File: src/rtl/i2s_transmitter_if.sv
// rtl/i2s_transmitter_if.sv - stereo sample handshake between the sum stage and the I2S transmitter
interface i2s_transmitter_if;
    logic [15:0] sample_l_in;
    logic [15:0] sample_r_in;
    logic        sample_valid_in;
    logic        sample_ready_out;

    modport master (
        output sample_l_in,
        output sample_r_in,
        output sample_valid_in,
        input  sample_ready_out
    );

    modport slave (
        input  sample_l_in,
        input  sample_r_in,
        input  sample_valid_in,
        output sample_ready_out
    );
endinterface

File: src/rtl/i2s_transmitter.sv
// rtl/i2s_transmitter.sv - 16-bit stereo I2S serialiser with one-pair holding buffer and underrun tracking
module i2s_transmitter #(
    parameter int CLK_DIV = 32
) (
    input  logic                 clk_in,
    input  logic                 rst_in,
    i2s_transmitter_if.slave     s,
    output logic                 i2s_bclk_out,
    output logic                 i2s_lrclk_out,
    output logic                 i2s_sdata_out,
    output logic                 frame_start_out,
    output logic                 underrun_out,
    output logic [7:0]           underrun_count_out
);

    localparam logic [7:0] DIV_LAST = 8'(CLK_DIV - 1);

    logic [7:0]  div_cnt;
    logic [4:0]  slot;
    logic [31:0] frame_q;
    logic [31:0] buf_q;
    logic        buf_full;

    logic        bclk_tick;
    logic        fall_tick;
    logic [4:0]  slot_nxt;
    logic [4:0]  bit_idx;
    logic        load;
    logic        accept;

    assign bclk_tick  = (div_cnt == DIV_LAST);
    assign fall_tick  = bclk_tick && i2s_bclk_out;
    assign slot_nxt   = slot + 5'd1;
    // Slot n carries frame bit 32-n; slot 0 instead re-sends the old frame's LSB.
    assign bit_idx    = 5'd0 - slot_nxt;
    assign load       = fall_tick && (slot_nxt == 5'd0);
    assign accept     = s.sample_valid_in && !buf_full;

    assign s.sample_ready_out = !buf_full;

    always_ff @(posedge clk_in or posedge rst_in) begin
        if (rst_in) begin
            div_cnt            <= 8'd0;
            slot               <= 5'd31;
            frame_q            <= 32'h0;
            buf_q              <= 32'h0;
            buf_full           <= 1'b0;
            i2s_bclk_out       <= 1'b0;
            i2s_lrclk_out      <= 1'b1;
            i2s_sdata_out      <= 1'b0;
            frame_start_out    <= 1'b0;
            underrun_out       <= 1'b0;
            underrun_count_out <= 8'd0;
        end else begin
            frame_start_out <= 1'b0;
            underrun_out    <= 1'b0;

            if (bclk_tick) begin
                div_cnt      <= 8'd0;
                i2s_bclk_out <= ~i2s_bclk_out;
            end else begin
                div_cnt <= div_cnt + 8'd1;
            end

            if (fall_tick) begin
                slot          <= slot_nxt;
                i2s_lrclk_out <= slot_nxt[4];
                if (slot_nxt == 5'd0) begin
                    i2s_sdata_out <= frame_q[0];
                end else begin
                    i2s_sdata_out <= frame_q[bit_idx];
                end
            end

            if (load) begin
                frame_start_out <= 1'b1;
                if (buf_full) begin
                    frame_q <= buf_q;
                end else begin
                    frame_q      <= 32'h0;
                    underrun_out <= 1'b1;
                    if (underrun_count_out != 8'hFF) begin
                        underrun_count_out <= underrun_count_out + 8'd1;
                    end
                end
            end

            // A pair written during the load cycle is kept for the next frame, never bypassed.
            if (load) begin
                buf_full <= accept;
            end else if (accept) begin
                buf_full <= 1'b1;
            end

            if (accept) begin
                buf_q <= {s.sample_l_in, s.sample_r_in};
            end
        end
    end

endmodule

File: src/flat_wrapper.sv
// flat-port wrapper written by rule: the top's interface ports become plain ports
module i2s_transmitter_flat 
#(
    parameter int CLK_DIV = 32
)
  (clk_in, rst_in, i2s_bclk_out, i2s_lrclk_out, i2s_sdata_out, frame_start_out, underrun_out, underrun_count_out, s_sample_l_in, s_sample_r_in, s_sample_valid_in, s_sample_ready_out);
  i2s_transmitter_if s_i ();
  input  logic clk_in;
  input  logic rst_in;
  output logic i2s_bclk_out;
  output logic i2s_lrclk_out;
  output logic i2s_sdata_out;
  output logic frame_start_out;
  output logic underrun_out;
  output logic [7:0] underrun_count_out;
  input wire logic [$bits(s_i.sample_l_in)-1:0] s_sample_l_in;
  input wire logic [$bits(s_i.sample_r_in)-1:0] s_sample_r_in;
  input wire logic [$bits(s_i.sample_valid_in)-1:0] s_sample_valid_in;
  output wire logic [$bits(s_i.sample_ready_out)-1:0] s_sample_ready_out;
  assign s_i.sample_l_in = s_sample_l_in;
  assign s_i.sample_r_in = s_sample_r_in;
  assign s_i.sample_valid_in = s_sample_valid_in;
  assign s_sample_ready_out = s_i.sample_ready_out;
  i2s_transmitter #(.CLK_DIV(CLK_DIV)) u_core (.clk_in(clk_in), .rst_in(rst_in), .s(s_i), .i2s_bclk_out(i2s_bclk_out), .i2s_lrclk_out(i2s_lrclk_out), .i2s_sdata_out(i2s_sdata_out), .frame_start_out(frame_start_out), .underrun_out(underrun_out), .underrun_count_out(underrun_count_out));
endmodule
File: config.mk
export PLATFORM = sky130hd
export DESIGN_NAME = i2s_transmitter_flat
export DESIGN_NICKNAME = d
export VERILOG_FILES = /design/src/rtl/i2s_transmitter_if.sv /design/src/rtl/i2s_transmitter.sv /design/src/flat_wrapper.sv
export SDC_FILE = /design/constraint.sdc
export NUM_CORES = 1
export LEC_CHECK = 0
export BUFFER_PORTS_ARGS = -buffer_cell sky130_fd_sc_hd__buf_2
export CORE_MARGIN = 3
export CORE_UTILIZATION = 55
export DETAILED_ROUTE_END_ITERATION = 10
export GPL_TIMING_DRIVEN = 1
export PLACE_DENSITY = 0.86
export SYNTH_ARGS = -nofsm -noshare
export SYNTH_HDL_FRONTEND = slang
export SYNTH_SLANG_ARGS = --single-unit
File: constraint.sdc
create_clock -name clk_in -period 6 [get_ports clk_in]
set_clock_uncertainty 0.05 [all_clocks]
set_input_delay 1.2 -clock clk_in [delete_from_list [all_inputs] [get_ports clk_in]]
set_output_delay 1.2 -clock clk_in [all_outputs]
set_load 0.005 [all_outputs]
# After elaboration in Yosys (flattened, before gate mapping)
# Index checks and enable logic that the tools add are counted.
[op_classes]
n_addsub = 4
mul = 0
div = 0
magnitude_cmp = 1
eq_ne = 2
n_shift = 0
n_mux = 10
bitwise_logic = 2
n_reduce_logical = 7
[ops]
columns = ["op", "n"]
rows = [
  ["$mux W32", 1],
  ["$add A8 B1 Y8 const B", 2],
  ["$eq A8 B5 Y1 const B", 1],
  ["$mux W8", 1],
  ["$ne A8 B8 Y1 const B", 1],
  ["$mux W1", 7],
  ["$lt A5 B6 Y1 const B", 1],
  ["$add A5 B1 Y5 const B", 1],
  ["$bmux W1 S5", 1],
  ["$logic_not A5 Y1", 1],
  ["$sub A1 B5 Y5 const A", 1],
  ["$logic_and A1 B1 Y1", 3],
  ["$reduce_and A3 Y1", 1],
  ["$not A1 Y1", 2],
  ["$reduce_bool A2 Y1", 1],
  ["$logic_not A1 Y1", 1],
]
[word_totals]
ff_bits = 91
latch_bits = 0
ram_bits = 0
mem_bits_ro = 0
inputBits = 35
output_inout_bits = 14
word_cells = 37
memories = 0

# Logic depth before layout (Yosys ltp)
# Gate-level depths: netlist of run 1.
[depth]
depth_word = 5
mapped_depth = 10
depth_no_buf = 9

# Worst setup path after synthesis of run 1
# OpenSTA, ideal clock, no wires.
[synth_timing]
path_kind = "reg-to-reg"
from = "register u_core.slot[0]"
to = "register u_core.underrun_count_out[1]"
setup_time_ns = 0.125
t_arrival_ns = 2.165
required_ns = 5.825
slack_ns = 3.660
stages_incl_launch_ff = 9
path_buffers = 1
synth_period_minus_slack_ns = 2.340
cell_sequence = "dfstp_2 -> clkbuf_1 -> nand2_1 -> xor2_1 -> and3_1 -> ha_1 -> nand4_4 -> nor3_4 -> mux2_2"
[synth_via]
elab_chain_cells = 4
[synth_rtl]
columns = ["element", "line_no", "text"]
rows = [
  ["start: declaration", "i2s_transmitter.sv:19", "logic [4:0] slot;"],
  ["start signal: assignment", "i2s_transmitter.sv:66", "slot <= slot_nxt;"],
  ["$add A5 B1 Y5", "i2s_transmitter.sv:33", "assign slot_nxt = slot + 5'd1;"],
  ["$logic_not A5 Y1", "i2s_transmitter.sv:36", "assign load = fall_tick && (slot_nxt == 5'd0);"],
  ["$logic_and A1 B1 Y1", "i2s_transmitter.sv:36", ""],
  ["$reduce_and A3 Y1 (no line)", "n/a", ""],
  ["end signal: assignment", "i2s_transmitter.sv:83", "underrun_count_out <= underrun_count_out + 8'd1;"],
  ["end: declaration", "i2s_transmitter.sv:13", "output logic [7:0] underrun_count_out"],
]
# Every way passes these cells.
# A chain may end at the register's enable or synchronous reset.

# Final worst setup path of run 1
# Same ends and word-level chain as after synthesis.

==> results.ini, run 1 <==
[cts]
ctsHoldBuffers = 0
clock-root-buffer = clkbuf_8
numClockSinks = 90
cts_setup_buffers = 0
cts_tree = yes
htreeDepth = 3
clk_pin_slew_ns = 0.08
clk_latency_ns = 0.35
clk_path_buf_depth = 2
numCtsBuffers = 9
cts_resized = 0

[global_routing]
grt_overflow = 0
gr-usage-met2 = 0.309
grt_pass1_vias = 2619
track_usage = 0.185
grt_max_degree = 69
use_met1 = 0.232
grt_use_met3 = 0.0458
grt_pass1_wl_microns = 12100
grt_antenna_before_repair = 0
busiest_layer = met2

[setup_path]
r2r_end = u_core.underrun_count_out[1]$_DFFE_PP0P_
cp.required_ns = 6.19
crit_fanout = 68
worst_setup_path_end_kind = flip-flop
ff2ff_setup_slack_ns = 2.71
arrival_ns = 3.48
r2r_cells = 7
path_class = reg2reg
rr_startpoint = u_core.slot[0]$_DFFE_PP1P_
start_kind = flip-flop

[timing]
fin_tns_setup_ns = 0
fin_ws_ns = 2.71
finalCritPeriodShare = 0.548
final.min_clock_period_ns = 3.29
tightest_slew_ns = 0.807
relSlewSlack = 0.461
slew_viol_final = 0
fmax_mhz = 304
finalHoldViolCount = 0
rsz0062_at_grt = no
setup_viol = 0

[yosys]
synth-seq-cells = 90
syn_nets = 373
syn_area_per_cell_sq_um = 11.7
synthesis.area_sq_um = 3920
yosysTopAreaCell = dfrtp_1
ys_types = 34
seq_area_frac_synth = 0.576
syn_inst = 334
synth.top_cell.area_share = 0.543
yosys-top-cells-area = dfrtp_1 54%, mux2_2 9.8%, nand2_1 7.2%
yosysWarningCount = 0

[floorplan]
placementRows = 30
die-area_sq_um = 8170
core_area_sq_um = 6870
die_x_microns = 90.4
num_io_pins = 49
die-height_microns = 90.4
start_util = 0.570

[route]
vias_per_cell = 5.36
firstDrtPassIters = 4
drt_iter0_drc = 101
wl_per_cell_microns = 14.7
routed_wl_microns = 7010
via_count = 2559
antenna_left = 0
drc = 0

[layout]
fin_nets = 416
diodes = 0
drive_above_1_share = 0.304
syn_to_final_growth_pct = 13.2

[worst_hold_path]
hp-class = reg2reg
holdPathStages = 1
hold_end = u_core.div_cnt[4]$_DFF_PP0_
hold_start = u_core.div_cnt[4]$_DFF_PP0_

[power_and_ir_drop]
p_leak_nw = 2.08
power_mw = 1.33
powerDensity_nw_per_um2 = 300
ir_worst_vdd_mv = 0.171

[placed_design]
port_buffers = 48
hpwl_microns = 4820
detailedPlace.worstSlack_ns = 2.73
gp_congestion = 0.821

[run_status]
status = finished, final reports clean

[flow_run]
maxCapViolations = 0

[worst max-delay path: stages, from the launching register on]
cell	delay (ns)
dfstp_2	0.64
ha_1	0.27
nand3_1	0.12
xor2_1	0.18
ha_1	0.28
nand4_4	0.65
nor3_4	0.58
mux2_2	0.38
[sequential cells by signal, indices dropped and copies added, names as in the netlist]
name,count
u_core.buf_full,1
u_core.buf_q,32
u_core.div_cnt,8
u_core.frame_q,32
u_core.frame_start_out,1
u_core.i2s_bclk_out,1
u_core.i2s_sdata_out,1
u_core.slot,5
u_core.underrun_count_out,8
u_core.underrun_out,1
[worst max path at each step]
stage                                     from                                       end
floorplan                               rst_in               u_core.buf_full$_DFFE_PP0P_
global placement    u_core.slot[0]$_DFFE_PP1P_  u_core.underrun_count_out[1]$_DFFE_PP0P_
detailed placement  u_core.slot[0]$_DFFE_PP1P_  u_core.underrun_count_out[1]$_DFFE_PP0P_
CTS                 u_core.slot[0]$_DFFE_PP1P_  u_core.underrun_count_out[1]$_DFFE_PP0P_
global route        u_core.slot[0]$_DFFE_PP1P_  u_core.underrun_count_out[1]$_DFFE_PP0P_
finish              u_core.slot[0]$_DFFE_PP1P_  u_core.underrun_count_out[1]$_DFFE_PP0P_
[logic make-up after synthesis]
logic type | after synthesis | share of synthesized area
AOI/OAI and AO/OA | 42 | 0.0591
muxes | 42 | 0.144
buffers and inverters | 23 | 0.0243
and+or+nand+nor | 114 | 0.141
DFF | 90 | 0.576
adders and majority gates | 4 | 0.0128
xor gates and xnor gates | 19 | 0.0425
[layout make-up]
cell class / count / area (sq um)
clock buffer: 12 / 145
clock inverter: 3 / 65.1
fill: 505 / 2430
inverter: 4 / 16.3
multi-input combinational: 221 / 1570
sequential: 90 / 2260
tap: 96 / 120
timing repair buffer: 51 / 263
[per-layer routing]
metal  share of wire  routed length (microns)
met1            0.41                     2900
met2            0.51                     3600
met3           0.053                      371
met4           0.019                      134
met5               0                        0
[metrics by stage]
step | hold slack [ns] | instances | area [sq um] | utilization
after detailed placement | 0.413 | 462 | 4230 | 0.615
after floorplan | 0.389 | 334 | 3920 | -
final | 0.419 | 477 | 4440 | 0.646
after CTS | 0.424 | 477 | 4440 | 0.646
after global routing | 0.453 | 477 | 4440 | 0.646
after global placement | 0.404 | 462 | 4230 | 0.615
[cells in the final DEF (no fill, tap or decap), types with 3 or more instances in the layout]
| cell type | Yosys | layout |
|---|---|---|
| and3_1 | 8 | 8 |
| buf_2 | 4 | 48 |
| buf_4 | 1 | 3 |
| clkbuf_8 | 0 | 10 |
| dfrtp_1 | 85 | 85 |
| dfstp_2 | 5 | 5 |
| ha_1 | 4 | 4 |
| inv_1 | 4 | 3 |
| mux2_2 | 34 | 34 |
| mux4_2 | 8 | 8 |
| nand2_1 | 75 | 75 |
| nand3_1 | 7 | 7 |
| nand4_1 | 5 | 5 |
| nor2_1 | 6 | 6 |
| o21ai_0 | 33 | 33 |
| xnor2_1 | 12 | 12 |
| xor2_1 | 7 | 7 |
[synth_stat cells, drive strengths merged]
library cell,n
a21boi,1
nor2b,3
ha,4
nand2,75
inv,4
nor2,6
nand4,6
mux2,34
o31ai,1
mux4,8
xnor2,12
dfstp,5
nor3,2
clkbuf,14
nand3,7
a21o,1
dfrtp,85
and3b,1
o21a,1
buf,5
and4,2
a31oi,2
a22oi,2
nor4b,1
o21ai,33
nor4bb,1
a211o,1
xor2,7
nand2b,1
and2,1
and3,8
[power by group]
group / internal, mW / switching [mW] / leakage [nW] / total, mW
Clock: 0.244 / 0.199 / 0.106 / 0.443
Sequential: 0.690 / 0.0446 / 1.15 / 0.735
Combinational: 0.0894 / 0.0622 / 0.828 / 0.152
Note: power is estimated with default switching activity, not from simulation.
==> inputs of run 2 (changes only) <==
--- a/config.mk
+++ b/config.mk
@@ -5,12 +5,13 @@
 export SDC_FILE = /design/constraint.sdc
 export NUM_CORES = 1
 export LEC_CHECK = 0
+export ABC_AREA = 1
 export BUFFER_PORTS_ARGS = -buffer_cell sky130_fd_sc_hd__buf_2
 export CORE_MARGIN = 3
-export CORE_UTILIZATION = 55
+export CORE_UTILIZATION = 52
 export DETAILED_ROUTE_END_ITERATION = 10
 export GPL_TIMING_DRIVEN = 1
-export PLACE_DENSITY = 0.86
+export PLACE_DENSITY = 0.85
 export SYNTH_ARGS = -nofsm -noshare
 export SYNTH_HDL_FRONTEND = slang
 export SYNTH_SLANG_ARGS = --single-unit
==> constraint.sdc (replaced) <==
create_clock -name clk_in -period 2.85 [get_ports clk_in]
set_clock_uncertainty 0.05 [all_clocks]
set_input_delay 0.57 -clock clk_in [delete_from_list [all_inputs] [get_ports clk_in]]
set_output_delay 0.57 -clock clk_in [all_outputs]
set_load 0.005 [all_outputs]
==> run 2 against run 1 <==
Synthesized area grew 6.7%. First-iteration DRC count grew 88%. Cell count grew 25%. Count of clock-buffer cells in the layout is the same. Flip-flop and latch count is the same. Utilization shrank 4.2 points. Design area grew 5.7%. Synthesized cell count grew 33%. Fmax grew 35%. Critical path type unchanged. Sequential share of layout area shrank 2.8 points. Register-to-register slack lost 2.3 ns.
==> results.ini, run 2 <==
[yosys]
synth_top_flop_cell = dfrtp_1
synth_most_common_cell = nand2_1
synth_edf_count = 0
synthMuxAreaShare = 0.0862
syn_area_per_cell_sq_um = 9.42
synth_xor_area_frac = 0.0251
async_flop_share = 1.00
synth-seq-cells = 90
syn_inst = 444
synth.top_cell.area_share = 0.509
synth_common_cells = 124 x nand2_1, 85 x dfrtp_1, 37 x inv_1, 37 x o21ai_0, 32 x mux2_2
synth_top_family_by_area = simple AND/OR/NAND/NOR gates
yosys-top-cells-area = dfrtp_1 51%, nand2_1 11%, mux2_2 8.6%
synth_compound_area_frac = 0.0709
synthesis.area_sq_um = 4180
synth_fa_ha_area_frac = 0.0120
syn_nets = 483
ys_types = 32
yosysWarningCount = 0
seq_area_frac_synth = 0.540
synth_simple_gate_area_frac = 0.207
yosysTopAreaCell = dfrtp_1

[layout]
diodes = 0
syn_to_final_growth_pct = 12.1
mostFrequentLayoutCell = nand2_1
layout_common_cells = 124 x nand2_1, 85 x dfrtp_1, 48 x buf_2
drive_above_1_share = 0.259
fin_nets = 530
biggestRegsByFlops = u_core.buf_q: 32 flops, u_core.frame_q: 32 flops

[timing]
final.min_clock_period_ns = 2.44
fin_tns_setup_ns = 0
slew_viol_final = 0
fmax_mhz = 410
finalHoldViolCount = 0
tightest_slew_ns = 0.701
relSlewSlack = 0.532
finalCritPeriodShare = 0.855
setup_viol = 0
rsz0062_at_grt = no

[global_routing]
grt_antenna_before_repair = 0
grt_overflow = 0
track_usage = 0.194
grt_max_degree = 55
grt_pass1_wl_microns = 13700
grt_pass1_vias = 3073

[setup_path]
worst_setup_path_end_kind = flip-flop
crit_start = u_core.slot[0]$_DFFE_PP1P_
crit_path_end = u_core.underrun_count_out[2]$_DFFE_PP0P_
ff2ff_setup_slack_ns = 0.41
r2r_cells = 10
crit_fanout = 13
path_class = reg2reg
start_kind = flip-flop
r2r_end = u_core.underrun_count_out[2]$_DFFE_PP0P_
cp.required_ns = 3.08
arrival_ns = 2.67
rr_startpoint = u_core.slot[0]$_DFFE_PP1P_

[power_and_ir_drop]
powerDensity_nw_per_um2 = 452
p_leak_nw = 2.36
power_mw = 2.12
ir_worst_vdd_mv = 0.305

[placed_design]
hpwl_microns = 5580
port_buffers = 48
gp_congestion = 0.877

[route]
wl_per_cell_microns = 13.3
via_count = 3037
drt_iter0_drc = 190
drc = 0
routed_wl_microns = 7910
vias_per_cell = 5.10
antenna_left = 0
firstDrtPassIters = 4

[floorplan]
die_x_microns = 95.7
placementRows = 32
die-area_sq_um = 9150
num_io_pins = 49
start_util = 0.538
core_area_sq_um = 7770
die-height_microns = 95.7

[cts]
ctsHoldBuffers = 0
numCtsBuffers = 9
clock-root-buffer = clkbuf_8
clk_path_buf_depth = 2
clk_pin_slew_ns = 0.08
cts_tree = yes
cts_resized = 0
cts_setup_buffers = 0
clk_latency_ns = 0.36
htreeDepth = 3
numClockSinks = 90

[run_status]
status = finished, final reports clean

[worst_hold_path]
hp-class = in2async

[flow_run]
maxCapViolations = 0

## run 2: changes by cell type after synthesis, sizes merged, moves of 4 or more
cell / before / now
mux4: 8 / 0
buf: 5 / 10
inv: 4 / 39
nand2: 75 / 126
and3: 8 / 0
clkbuf: 14 / 8
nand3: 7 / 28
o21ai: 33 / 51
xnor2: 12 / 1
nor2: 6 / 30
xor2: 7 / 11
## run 2: cell type report
class                      instances  area, sq um
fill                             664         3080
clock inverter                     2         12.5
timing repair buffer              54          298
multi-input combinational        297         1680
clock buffer                      12          165
tap                              102          128
sequential                        90         2260
inverter                          39          150
## run 2: kinds of logic (layout without fill, tap and decap cells)
logic type      count (synthesis)  in the layout
buf+inv                        57            107
xor+xnor                       12             12
simple gates                  195            195
flops                          90             90
fa+ha+maj                       4              4
compound gates                 54             54
mux                            32             32
## run 2: stage by stage
stage | area (sq um) | setup slack, ns | std cells | hold slack, ns | utilization
after floorplan | 4190 | 0.816 | 444 | 0.383 | -
after CTS | 4690 | 0.409 | 596 | 0.278 | 0.604
final | 4690 | 0.412 | 596 | 0.261 | 0.604
after detailed placement | 4510 | 0.465 | 582 | 0.413 | 0.581
after global routing | 4690 | 0.145 | 596 | 0.291 | 0.604
after global placement | 4510 | 0.615 | 582 | 0.394 | 0.581
## run 2: worst min path at each step
stage | slack (ns) | endpoint | startpoint | cells past startpoint
detailed placement | 0.41 | u_core.div_cnt[0]$_DFF_PP0_ | u_core.div_cnt[0]$_DFF_PP0_ | 1
global placement | 0.39 | u_core.div_cnt[0]$_DFF_PP0_ | u_core.div_cnt[0]$_DFF_PP0_ | 1
CTS | 0.28 | u_core.i2s_bclk_out$_DFFE_PP0N_ | rst_in | 2
floorplan | 0.38 | u_core.div_cnt[0]$_DFF_PP0_ | u_core.div_cnt[0]$_DFF_PP0_ | 1
global route | 0.29 | u_core.div_cnt[6]$_DFF_PP0_ | rst_in | 2
finish | 0.26 | u_core.i2s_bclk_out$_DFFE_PP0N_ | rst_in | 2
## run 2: critical path, cell delays in order (launching register included)
cell	delay, ns
dfstp_2	0.60
ha_1	0.19
nand2_1	0.09
nor2_1	0.13
xor2_1	0.08
inv_1	0.08
ha_1	0.20
nand4_1	0.20
nor2_2	0.46
o21ai_0	0.18
o21ai_1	0.12
## run 2: where the power goes
part	leakage, nW	internal (mW)	switching [mW]
combinational	1.05	0.0204	0.0297
sequential	1.22	1.28	0
clock	0.0903	0.378	0.417
## run 2: routing by layer
metal / up-vias / global-route usage / part of all wire / wire [microns]
li1: 1520 / - / - / -
met1: 1439 / 0.252 / 0.44 / 3510
met2: 69 / 0.308 / 0.49 / 3880
met3: 9 / 0.0497 / 0.054 / 429
met4: 0 / 0.0841 / 0.011 / 87
met5: - / 0 / 0 / 0
==> inputs of run 3 (changes only) <==
--- a/config.mk
+++ b/config.mk
@@ -8,10 +8,11 @@
 export ABC_AREA = 1
 export BUFFER_PORTS_ARGS = -buffer_cell sky130_fd_sc_hd__buf_2
 export CORE_MARGIN = 3
-export CORE_UTILIZATION = 52
+export CORE_UTILIZATION = 55
 export DETAILED_ROUTE_END_ITERATION = 10
 export GPL_TIMING_DRIVEN = 1
-export PLACE_DENSITY = 0.85
+export PLACE_DENSITY = 0.86
+export REMOVE_ABC_BUFFERS = 1
 export SYNTH_ARGS = -nofsm -noshare
 export SYNTH_HDL_FRONTEND = slang
 export SYNTH_SLANG_ARGS = --single-unit
==> constraint.sdc (replaced) <==
create_clock -name clk_in -period 3 [get_ports clk_in]
set_clock_uncertainty 0.05 [all_clocks]
set_input_delay 0.6 -clock clk_in [delete_from_list [all_inputs] [get_ports clk_in]]
set_output_delay 0.6 -clock clk_in [all_outputs]
set_load 0.005 [all_outputs]
==> run 3 against run 2 <==
Non-clock buffer count up 1. Flip-flop and latch count unchanged. Clock power about the same. Utilization up 3.6 points. Total power down 3.2%. Design area about the same. Combinational power down 7.6%. Count of clock-buffer cells in the layout down 3. Wire length down 2.6%. Sequential share of layout area about the same. Setup slack better by 0.21 ns. Register-to-register slack better by 0.21 ns. Critical endpoint unchanged. Largest power group unchanged.
==> results.ini, run 3 (synthesis results as in run 2) <==
[run_status]
status = finished, final reports clean

[power_and_ir_drop]
p_comb_frac = 0.023
power_mw = 2.05
powerDensity_nw_per_um2 = 437
swShare = 0.241
p_leak_nw = 2.37
internal_power_mw = 1.56
ir_worst_vdd_mv = 0.371
p_sw_mw = 0.495
p_seq_frac = 0.591
power_frac_clock = 0.387

[route]
drc = 0
via_count = 3101
drt_iter0_drc = 228
wl_per_cell_microns = 12.9
routed_wl_microns = 7700
antenna_left = 0
firstDrtPassIters = 5
vias_per_cell = 5.20

[setup_path]
cp.required_ns = 3.24
worst_setup_path_end_kind = flip-flop
r2r_cells = 10
ff2ff_setup_slack_ns = 0.62
crit_fanout = 22
arrival_ns = 2.62
rr_startpoint = u_core.slot[0]$_DFFE_PP1P_
path_class = reg2reg
r2r_end = u_core.underrun_count_out[2]$_DFFE_PP0P_
start_kind = flip-flop

[layout]
fin_nets = 531
finalCoreUtilization = 0.640
drive_above_1_share = 0.264
diodes = 0
layout_common_cells = 124 x nand2_1, 85 x dfrtp_1, 48 x buf_2
mostFrequentLayoutCell = nand2_1
syn_to_final_growth_pct = 12.2
biggestRegsByFlops = u_core.buf_q: 32 flops, u_core.frame_q: 32 flops

[floorplan]
die-area_sq_um = 8690
start_util = 0.570
num_io_pins = 49
die_x_microns = 93.2
placementRows = 31
core_area_sq_um = 7330
die-height_microns = 93.2

[global_routing]
grt_overflow = 0
grt_antenna_before_repair = 0
grt_max_degree = 41
track_usage = 0.199
grt_pass1_vias = 2987
grt_pass1_wl_microns = 13600

[placed_design]
hpwl_microns = 5570
gp_congestion = 0.868
port_buffers = 48

[worst_hold_path]
hp-class = in2async

[flow_run]
maxCapViolations = 0

[cts]
cts_setup_buffers = 0
htreeDepth = 3
ctsHoldBuffers = 0
clock-root-buffer = clkbuf_8
numCtsBuffers = 9
clk_path_buf_depth = 2
clk_latency_ns = 0.37
cts_tree = yes
cts_resized = 0
clk_pin_slew_ns = 0.10
numClockSinks = 90

[timing]
worst_hold_slack_ns = 0.209
tightest_slew_ns = 0.575
relSlewSlack = 0.616
finalHoldViolCount = 0
rsz0062_at_grt = no
finalCritPeriodShare = 0.793
final.min_clock_period_ns = 2.38
slew_viol_final = 0
setup_viol = 0
fin_tns_setup_ns = 0
fmax_mhz = 420

==> run 3: area by class of cell <==
cell class                 instances  area [sq um]
tap                               99           124
clock inverter                     7          68.8
timing repair buffer              55           293
fill                             589          2640
multi-input combinational        297          1680
sequential                        90          2260
clock buffer                       9           124
inverter                          39           148
==> run 3: metal layers <==
metal  up-vias  share of wire  global-route usage
li1       1530              -                   -
met5         -              0                   0
met4         0          0.011              0.0586
met3         9          0.046              0.0507
met2        75           0.49               0.325
met1      1487           0.45               0.263
==> run 3: worst max path at each step <==
stage                               start  slack [ns]  depth (start not counted)                                        to
4_1_cts        u_core.slot[0]$_DFFE_PP1P_        0.65                         10  u_core.underrun_count_out[2]$_DFFE_PP0P_
5_1_grt        u_core.slot[0]$_DFFE_PP1P_        0.29                         10  u_core.underrun_count_out[2]$_DFFE_PP0P_
2_1_floorplan  u_core.slot[0]$_DFFE_PP1P_       -0.13                         10  u_core.underrun_count_out[2]$_DFFE_PP0P_
3_5_place_dp   u_core.slot[0]$_DFFE_PP1P_        0.67                         10  u_core.underrun_count_out[2]$_DFFE_PP0P_
6_report       u_core.slot[0]$_DFFE_PP1P_        0.62                         10  u_core.underrun_count_out[2]$_DFFE_PP0P_
3_3_place_gp   u_core.slot[0]$_DFFE_PP1P_        0.72                         10  u_core.underrun_count_out[2]$_DFFE_PP0P_
==> run 3: per-stage QoR <==
step / worst slack (ns) / cell area (sq um) / instances
floorplan: -0.129 / 4080 / 426
global placement: 0.721 / 4500 / 580
detailed placement: 0.667 / 4500 / 580
CTS: 0.649 / 4690 / 596
global route: 0.287 / 4690 / 596
finish: 0.622 / 4690 / 596
==> run 3: critical path, stage by stage, from the launching register on <==
cell and delay (ns):
dfstp_2 0.54, buf_4 0.24, nand3_1 0.12, nand2_1 0.07, nand2_1 0.08, nor2_1 0.10, ha_1 0.18, nand4_1 0.20
nor2_2 0.45, o21ai_0 0.16, o21ai_1 0.11
==> run 3: power groups by stage <==
| stage | combinational, mW | sequential, mW | clock (mW) |
|---|---|---|---|
| 2_1_floorplan | 0.0180 | 1.24 | 0 |
| 3_3_place_gp | 0.0470 | 1.24 | 0 |
| 3_5_place_dp | 0.0488 | 1.24 | 0 |
| 4_1_cts | 0.0488 | 1.21 | 0.817 |
| 5_1_grt | 0.0542 | 1.21 | 0.878 |
| 6_report | 0.0463 | 1.21 | 0.794 |
